==> config.mk <==
export PLATFORM = sky130hd
export DESIGN_NAME = vga_timing_gen
export DESIGN_NICKNAME = d
export VERILOG_FILES = /design/src/rtl/vga_pkg.sv /design/src/rtl/vga_delay_line.sv /design/src/rtl/vga_timing_gen.sv
export SDC_FILE = /design/constraint.sdc
export NUM_CORES = 1
export LEC_CHECK = 0
export ABC_AREA = 1
export CAP_MARGIN = 20
export CORE_MARGIN = 2
export CORE_UTILIZATION = 50
export DETAILED_ROUTE_END_ITERATION = 6
export PLACE_DENSITY = 0.85
export SETUP_SLACK_MARGIN = 0.15
export SLEW_MARGIN = 40
export SYNTH_ARGS = -nofsm -noshare
export SYNTH_HDL_FRONTEND = slang
export SYNTH_HIERARCHICAL = 1
export SYNTH_SLANG_ARGS = --single-unit
==> constraint.sdc <==
create_clock -name pixel_clk -period 2.2 [get_ports pixel_clk]
set_input_delay 0.66 -clock pixel_clk [delete_from_list [all_inputs] [get_ports pixel_clk]]
set_output_delay 0.66 -clock pixel_clk [all_outputs]
set_load 0.02 [all_outputs]
==> src/rtl/vga_pkg.sv <==
// Shared VGA timing defaults, coordinate widths and the control bundle that
// travels alongside the renderer pipeline.
package vga_pkg;

    localparam int H_W = 11;
    localparam int V_W = 10;

    localparam int DEF_H_PIXELS = 800;
    localparam int DEF_H_FRONT  = 40;
    localparam int DEF_H_SYNC   = 128;
    localparam int DEF_H_BACK   = 88;
    localparam int DEF_V_PIXELS = 600;
    localparam int DEF_V_FRONT  = 1;
    localparam int DEF_V_SYNC   = 4;
    localparam int DEF_V_BACK   = 23;

    localparam int DEF_H_TOTAL    = DEF_H_PIXELS + DEF_H_FRONT + DEF_H_SYNC + DEF_H_BACK;
    localparam int DEF_V_TOTAL    = DEF_V_PIXELS + DEF_V_FRONT + DEF_V_SYNC + DEF_V_BACK;
    localparam int DEF_HS_START   = DEF_H_PIXELS + DEF_H_FRONT;
    localparam int DEF_HS_END     = DEF_HS_START + DEF_H_SYNC;
    localparam int DEF_VS_START   = DEF_V_PIXELS + DEF_V_FRONT;
    localparam int DEF_VS_END     = DEF_VS_START + DEF_V_SYNC;

    typedef struct packed {
        logic hs;
        logic vs;
        logic de;
    } vga_ctrl_t;

    // Raw (polarity-free) idle state: no sync pulse, blanked.
    localparam vga_ctrl_t CTRL_IDLE = '{hs: 1'b0, vs: 1'b0, de: 1'b0};

endpackage

==> src/rtl/vga_delay_line.sv <==
// Generic DEPTH x WIDTH shift register with async reset to RESET_VAL.
// DEPTH = 0 is a plain wire so callers can tune latency down to nothing.
module vga_delay_line #(
    parameter int               DEPTH     = 1,
    parameter int               WIDTH     = 1,
    parameter logic [WIDTH-1:0] RESET_VAL = '0
) (
    input  logic             clk,
    input  logic             rst_n,
    input  logic [WIDTH-1:0] d,
    output logic [WIDTH-1:0] q
);

    generate
        if (DEPTH == 0) begin : g_bypass
            assign q = d;
        end else begin : g_shift
            logic [WIDTH-1:0] stages [DEPTH];

            always_ff @(posedge clk or negedge rst_n) begin
                if (!rst_n) begin
                    for (int i = 0; i < DEPTH; i++) stages[i] <= RESET_VAL;
                end else begin
                    stages[0] <= d;
                    for (int i = 1; i < DEPTH; i++) stages[i] <= stages[i-1];
                end
            end

            assign q = stages[DEPTH-1];
        end
    endgenerate

endmodule

==> src/rtl/vga_timing_gen.sv <==
// VGA scan generator and pin output stage: raw h/v counters for renderers,
// with sync/blank re-aligned to the renderer's RGB latency at the pins.
module vga_timing_gen
    import vga_pkg::*;
#(
    parameter int   H_PIXELS    = DEF_H_PIXELS,
    parameter int   H_FRONT     = DEF_H_FRONT,
    parameter int   H_SYNC      = DEF_H_SYNC,
    parameter int   H_BACK      = DEF_H_BACK,
    parameter int   V_PIXELS    = DEF_V_PIXELS,
    parameter int   V_FRONT     = DEF_V_FRONT,
    parameter int   V_SYNC      = DEF_V_SYNC,
    parameter int   V_BACK      = DEF_V_BACK,
    parameter logic H_POL       = 1'b1,
    parameter logic V_POL       = 1'b1,
    parameter int   RGB_LATENCY = 1
) (
    input  logic             pixel_clk,
    input  logic             rst_n,
    output logic [H_W-1:0]   h_coord,
    output logic [V_W-1:0]   v_coord,
    output logic             display_on,
    output logic             end_of_frame,
    output logic [15:0]      frame_cnt,
    input  logic [3:0]       rgb_r_in,
    input  logic [3:0]       rgb_g_in,
    input  logic [3:0]       rgb_b_in,
    output logic [3:0]       vga_r,
    output logic [3:0]       vga_g,
    output logic [3:0]       vga_b,
    output logic             vga_hs,
    output logic             vga_vs
);

    localparam int H_TOTAL  = H_PIXELS + H_FRONT + H_SYNC + H_BACK;
    localparam int V_TOTAL  = V_PIXELS + V_FRONT + V_SYNC + V_BACK;
    localparam int HS_START = H_PIXELS + H_FRONT;
    localparam int HS_END   = HS_START + H_SYNC;
    localparam int VS_START = V_PIXELS + V_FRONT;
    localparam int VS_END   = VS_START + V_SYNC;

    generate
        if (H_TOTAL > 2048 || V_TOTAL > 1024 || RGB_LATENCY > 4 || RGB_LATENCY < 0) begin : g_bad_params
            $error("vga_timing_gen: unsupported timing parameters");
        end
    endgenerate

    logic [1:0] rst_sync;
    logic       rst_int_n;
    logic       started;
    logic       h_wrap;
    logic       v_wrap;
    vga_ctrl_t  ctrl_raw;
    vga_ctrl_t  ctrl_dly;

    // Assert asynchronously, release two clocks later in step with pixel_clk.
    always_ff @(posedge pixel_clk or negedge rst_n) begin
        if (!rst_n) rst_sync <= 2'b00;
        else        rst_sync <= {rst_sync[0], 1'b1};
    end

    assign rst_int_n = rst_sync[1];

    assign h_wrap = (int'(h_coord) == H_TOTAL - 1);
    assign v_wrap = (int'(v_coord) == V_TOTAL - 1);

    // The first clock after release only arms 'started', so (0,0) is shown
    // for a full clock and the first line after reset is complete.
    always_ff @(posedge pixel_clk or negedge rst_int_n) begin
        if (!rst_int_n) begin
            started   <= 1'b0;
            h_coord   <= '0;
            v_coord   <= '0;
            frame_cnt <= '0;
        end else if (!started) begin
            started <= 1'b1;
        end else begin
            if (h_wrap) begin
                h_coord <= '0;
                v_coord <= v_wrap ? '0 : v_coord + 1'b1;
            end else begin
                h_coord <= h_coord + 1'b1;
            end
            if (h_wrap && v_wrap) frame_cnt <= frame_cnt + 16'd1;
        end
    end

    assign display_on   = started && (int'(h_coord) < H_PIXELS) && (int'(v_coord) < V_PIXELS);
    assign end_of_frame = started && (int'(h_coord) == H_PIXELS - 1) && (int'(v_coord) == V_PIXELS - 1);

    assign ctrl_raw.hs = (int'(h_coord) >= HS_START) && (int'(h_coord) < HS_END);
    assign ctrl_raw.vs = (int'(v_coord) >= VS_START) && (int'(v_coord) < VS_END);
    assign ctrl_raw.de = display_on;

    vga_delay_line #(
        .DEPTH     (RGB_LATENCY),
        .WIDTH     ($bits(vga_ctrl_t)),
        .RESET_VAL (CTRL_IDLE)
    ) u_ctrl_dly (
        .clk   (pixel_clk),
        .rst_n (rst_int_n),
        .d     (ctrl_raw),
        .q     (ctrl_dly)
    );

    always_ff @(posedge pixel_clk or negedge rst_int_n) begin
        if (!rst_int_n) begin
            vga_r  <= '0;
            vga_g  <= '0;
            vga_b  <= '0;
            vga_hs <= ~H_POL;
            vga_vs <= ~V_POL;
        end else begin
            vga_r  <= ctrl_dly.de ? rgb_r_in : 4'h0;
            vga_g  <= ctrl_dly.de ? rgb_g_in : 4'h0;
            vga_b  <= ctrl_dly.de ? rgb_b_in : 4'h0;
            vga_hs <= ctrl_dly.hs ~^ H_POL;
            vga_vs <= ctrl_dly.vs ~^ V_POL;
        end
    end

endmodule

# Word-level counts from Yosys, hierarchy flattened
# Index checks and enable logic that the tools add are counted.
[op_classes]
bitwise = 0
multipliers = 0
magnitude_cmp = 6
reduce_logical = 9
add_sub_neg = 3
mux = 5
n_shift = 0
eq_ne = 4
n_div = 0
[ops]
columns = ["op", "count"]
rows = [
  ["$eq A11 B11 Y1 const B", 2],
  ["$lt A11 B10 Y1 const B", 2],
  ["$eq A10 B10 Y1 const B", 2],
  ["$lt A10 B10 Y1 const B", 2],
  ["$add A16 B1 Y16 const B", 1],
  ["$mux W4", 3],
  ["$add A11 B1 Y11 const B", 1],
  ["$ge A11 B10 Y1 const B", 1],
  ["$mux W11", 1],
  ["$add A10 B1 Y10 const B", 1],
  ["$ge A10 B10 Y1 const B", 1],
  ["$mux W10", 1],
  ["$logic_and A1 B1 Y1", 7],
  ["$reduce_and A2 Y1", 2],
]
[word_totals]
ramBits = 0
word_cells = 38
register_bits = 57
mem_bits_ro = 0
latchBits = 0
n_memories = 0

# Depth between registers and ports, before layout
[logic_depth]
ltp_word = 3
depth_mapped = 9
ltp_nobuf = 9

# Cells and area by module
# The synthesis kept the hierarchy.
[modules_own_cells]
columns = ["mod", "area_per_inst_um2", "n_inst", "cells_each"]
rows = [
  ["vga_timing_gen", 2981.6, 1, 396],
  ["vga_delay_line", 75.1, 1, 3],
]

# Worst setup path after synthesis
# Ideal clock, no wire load.
[synth_timing]
path_type = "reg-to-output"
from = "register h_coord[0]"
to = "output end_of_frame"
t_required_ps = 1540
n_path_buf = 0
path_slack_ps = -191
arrival_ps = 1731
stages_incl_launch_ff = 6
path_cell_list = "dfrtp_1 ha_1 nand2_1 nor2_4 nand2_1 nor4_1"
[synth_via]
elab_chain_cells = 3
[synth_rtl]
columns = ["item", "line", "source"]
rows = [
  ["start: declaration", "vga_timing_gen.sv:20", "output logic [H_W-1:0] h_coord,"],
  ["start signal: assignment", "vga_timing_gen.sv:82", "h_coord <= h_coord + 1'b1;"],
  ["$eq A11 B11 Y1", "vga_timing_gen.sv:89", "assign end_of_frame = started && (int'(h_coord) == H_PIXELS - 1) && (int'(v_coord) == V_PIXELS - 1);"],
  ["$logic_and A1 B1 Y1 (2 in a row)", "vga_timing_gen.sv:89", ""],
  ["end: declaration", "vga_timing_gen.sv:23", "output logic end_of_frame,"],
]
# No other way between the ends.

# Worst setup path after layout
[layout_timing]
from = "register v_coord[8]"
to = "output display_on"
[layout_via]
elab_chain_cells = 2
[layout_rtl]
columns = ["item", "line", "source"]
rows = [
  ["start: declaration", "vga_timing_gen.sv:21", "output logic [V_W-1:0] v_coord,"],
  ["start signal: assignment", "vga_timing_gen.sv:80", "v_coord <= v_wrap ? '0 : v_coord + 1'b1;"],
  ["$lt A10 B10 Y1", "vga_timing_gen.sv:88", "assign display_on = started && (int'(h_coord) < H_PIXELS) && (int'(v_coord) < V_PIXELS);"],
  ["$logic_and A1 B1 Y1", "vga_timing_gen.sv:88", ""],
  ["end: declaration", "vga_timing_gen.sv:22", "output logic display_on,"],
]
# No other way between the ends.

==> summary.md <==
| Metric | Value |
|---|---|
| Diodes inserted | `0` |
| Sequential area share after synthesis | `0.4666` |
| Worst Reg2Reg Path Length in Cells | `9` |
| Final Max Tran Viols | `0` |
| Vias per cell | `5.032` |
| Final hold vios | `0` |
| Die area | `6754 um^2` |
| Dpl hpwl | `5.353 mm` |
| Avg WL per Cell | `12.67 um` |
| Total global routing overflow | `0` |
| DRT Pass-1 Iters | `4` |
| CTS buffer count | `9` |
| Worst EP arrival | `1490 ps` |
| Cell variety after synth | `29` |
| Overall fraction of global-route tracks in use | `0.2329` |
| Die width | `82.19 um` |
| Net Sw Power | `880.2 uW` |
| Leakage Power | `2.320 nW` |
| Power Internal | `2.051 mW` |
| CTS tree | `yes` |
| Synth warnings | `6` |
| First DRT Iteration DRCs | `146` |
| Root Driver | `clkbuf_8` |
| Crit path largest cell delay | `390 ps` |
| Initial Util | `0.5163` |
| CORE AREA | `5921 um^2` |
| IR drop worst, VDD | `470.2 uV` |
| DRC violations left | `0` |
| Kind of end point of the critical path | `output pin` |
| CTS H-tree depth | `3` |
| Crit path max fanout | `3` |
| Tightest Pin Transition | `591.9 ps` |
| Synth Register Bits | `57` |
| Sequential Power Share | `0.406` |
| Final setup violation count | `0` |
| Classification of the worst-slack hold path | `register to asynchronous set/reset pin` |
| Worst r2r dst | `h_coord[3]$_DFFE_PN0P_` |
| Flop2flop setup slack | `490 ps` |
| Die height | `82.19 um` |
| Reg2reg start | `h_coord[1]$_DFFE_PN0P_` |
| Max-cap violation count | `0` |
| Switching share of total power | `0.3003` |
| Critical Path Start | `v_coord[8]$_DFFE_PN0P_` |
| Setup Skew | `6.126 ps` |
| Worst setup SP type | `register` |
| Post-layout util | `0.7196` |
| Vias in the first global route | `2820` |
| Avg Inst Size Synth | `7.661 um^2` |
| Initial antenna violation count | `0` |
| Bufs on Longest Clock Path | `2` |
| Setup slack at placement | `-124.1 ps` |
| Crit path to | `display_on` |
| FMAX | `0.4654 GHz` |
| Unrepaired setup endpoints after global routing | `true` |
| TritonCTS Sinks | `57` |
| CP delay by family, top | `flip-flops` |
| Crit-path cells | `inv_2, buf_6, nand3_2, nand2_2, o21ai_1, nor2_1, buf_4` |
| Multi-input gate area | `1421 um^2` |
| Largest net degree at the start of global routing | `30` |
| Clock power share | `0.346` |
| Synthesized area | `3057 um^2` |
| Combinational share of power | `0.248` |
| Outcome | `finished clean` |
| Seq. cell area | `1429 um^2` |
| Antenna viol nets, final | `0` |
| Power per cell area | `688.0 nW/um^2` |
| Synthesis-to-layout area growth | `39.38%` |
| First-pass GRT wire length | `12.10 mm` |
| Final period utilization | `0.9767` |
| I/O Pins | `67` |
| Cell Rows | `28` |
| Final worst slack | `51.33 ps` |
| Post-CTS Hold Fix Bufs | `0` |
| Type of the worst setup path | `register to output pin` |
| Total number of vias | `2954` |
| FILL cells | `442` |
| Fin nets | `527` |
| Slowest-stage cell, CP | `dfrtp_1` |
| Reg clk slew, reported paths | `70 ps` |
| Instance count on the critical path | `7` |
| Clock period minus worst slack | `2149 ps` |
| Clk Latency, worst-skew pair | `330 ps` |
| Crit path buf inv count | `3` |
| Port-buffer cells | `66` |
| Rel. slew slack | `0.6054` |
| Gpl congestion | `0.9207` |
| Synth Instances | `399` |
| Layout cell share with drive strength beyond 1 | `0.1699` |
| Routed WL | `7.440 mm` |
| Required @ worst endpoint | `1540 ps` |
## worst reg2reg max path, cell delays in order, from the launching register on
cell and delay (ps):
dfrtp_1 370, ha_2 200, nand2_2 80, nor2_4 100, buf_4 130, nand3_4 120, nor2_2 240, inv_2 180
nand3b_1 150, inv_2 30
## registers in the layout, summed over array words and instances, names as in the netlist, 2 cells and up
register	count
frame_cnt	16
h_coord	11
v_coord	10
vga_b	4
vga_g	4
vga_r	4
u_ctrl_dly/q	3
rst_sync	2
## cell families after synthesis
family | Yosys count | synth area share
AND/OR/NAND/NOR | 242 | 0.3602
buffers and inverters | 61 | 0.08187
flip-flops | 57 | 0.4666
AO/OA/AOI/OAI | 22 | 0.03684
XOR/XNOR | 10 | 0.02866
adder cells (fa/ha/maj) | 6 | 0.02456
other | 1 | 0.001227
## how the worst min path moves through the flow
stage | start | end | slack [ps] | cells after the start
after global placement | rst_sync[1]$_DFF_PN0_ | vga_g[2]$_DFF_PN0_ | 290 | 0
after global routing | rst_sync[1]$_DFF_PN0_ | vga_r[1]$_DFF_PN0_ | 330 | 0
after CTS | rst_sync[1]$_DFF_PN0_ | vga_r[1]$_DFF_PN0_ | 300 | 0
after detailed placement | rst_sync[1]$_DFF_PN0_ | vga_g[2]$_DFF_PN0_ | 300 | 0
after floorplan | rst_sync[0]$_DFF_PN0_ | rst_sync[1]$_DFF_PN0_ | 330 | 0
final | rst_sync[1]$_DFF_PN0_ | vga_r[1]$_DFF_PN0_ | 270 | 0
## area by class of cell
| cell class | count | share of cell area |
|---|---|---|
| inverters | 54 | 0.04758 |
| clock buffers | 14 | 0.04053 |
| clock inverters | 2 | 0.008223 |
| well taps | 75 | 0.02203 |
| multi-input cells | 282 | 0.3336 |
| flip-flops and latches | 57 | 0.3354 |
| repair buffers | 103 | 0.2126 |
## cells in the mapped netlist, drive strengths merged
cell type / number / share of area
nand3: 41 / 0.075
xor2: 7 / 0.020
nand4: 10 / 0.020
inv: 54 / 0.066
o21bai: 1 / 0.0025
nor4: 1 / 0.0020
buf: 5 / 0.013
a21oi: 2 / 0.0033
nand3b: 3 / 0.0074
xnor2: 3 / 0.0086
dfrtp: 57 / 0.47
nor3: 5 / 0.013
o21ai: 19 / 0.031
ha: 6 / 0.025
conb: 1 / 0.0012
nor2: 39 / 0.062
nand2: 143 / 0.18
clkbuf: 2 / 0.0025
## stage by stage
step / instance area, um^2 / total power, mW / instances / setup TNS, ps / hold slack [ps]
4_1_cts: 4237 / 2.929 / 585 / 0 / 295.5
6_report: 4260 / 2.931 / 587 / 0 / 269.0
3_3_place_gp: 4045 / 1.920 / 567 / -108.4 / 285.6
2_1_floorplan: 3077 / 1.562 / 400 / 0 / 331.2
3_5_place_dp: 4045 / 1.945 / 567 / -172.3 / 300.2
5_1_grt: 4260 / 3.067 / 587 / -0.01288 / 326.4
## power groups by stage
stage,registers (mW),clock network (mW),logic [mW]
floorplan,1.32,0,0.238
global placement,1.20,0,0.721
detailed placement,1.20,0,0.740
CTS,1.19,1.03,0.709
global route,1.20,1.07,0.801
finish,1.19,1.01,0.728
## layout by cell type, fill, tap and decap left out, types with 8 or more instances in the layout
master,n
inv_2,10
o21ai_0,8
buf_4,37
clkdlybuf4s50_1,29
nor2_1,33
dfrtp_1,55
nand2_1,136
nand4_1,10
clkbuf_8,12
nand3_1,37
dlygate4sd2_1,35
o21ai_1,11
inv_1,44
## timing repair
action / 4_1_cts / 5_1_grt
resized for setup: 52 / 2
setup endpoints to repair: 37 / 2
pin swaps: 3 / 5
buffers inserted: 2 / 2
## metal layers
layer | part of all wire | GRT usage
met2 | 0.49 | 0.3968
met4 | 0.023 | 0.1050
met5 | 0 | 0
met1 | 0.43 | 0.2767
met3 | 0.062 | 0.05761
Note: power is estimated with default switching activity, not from simulation.
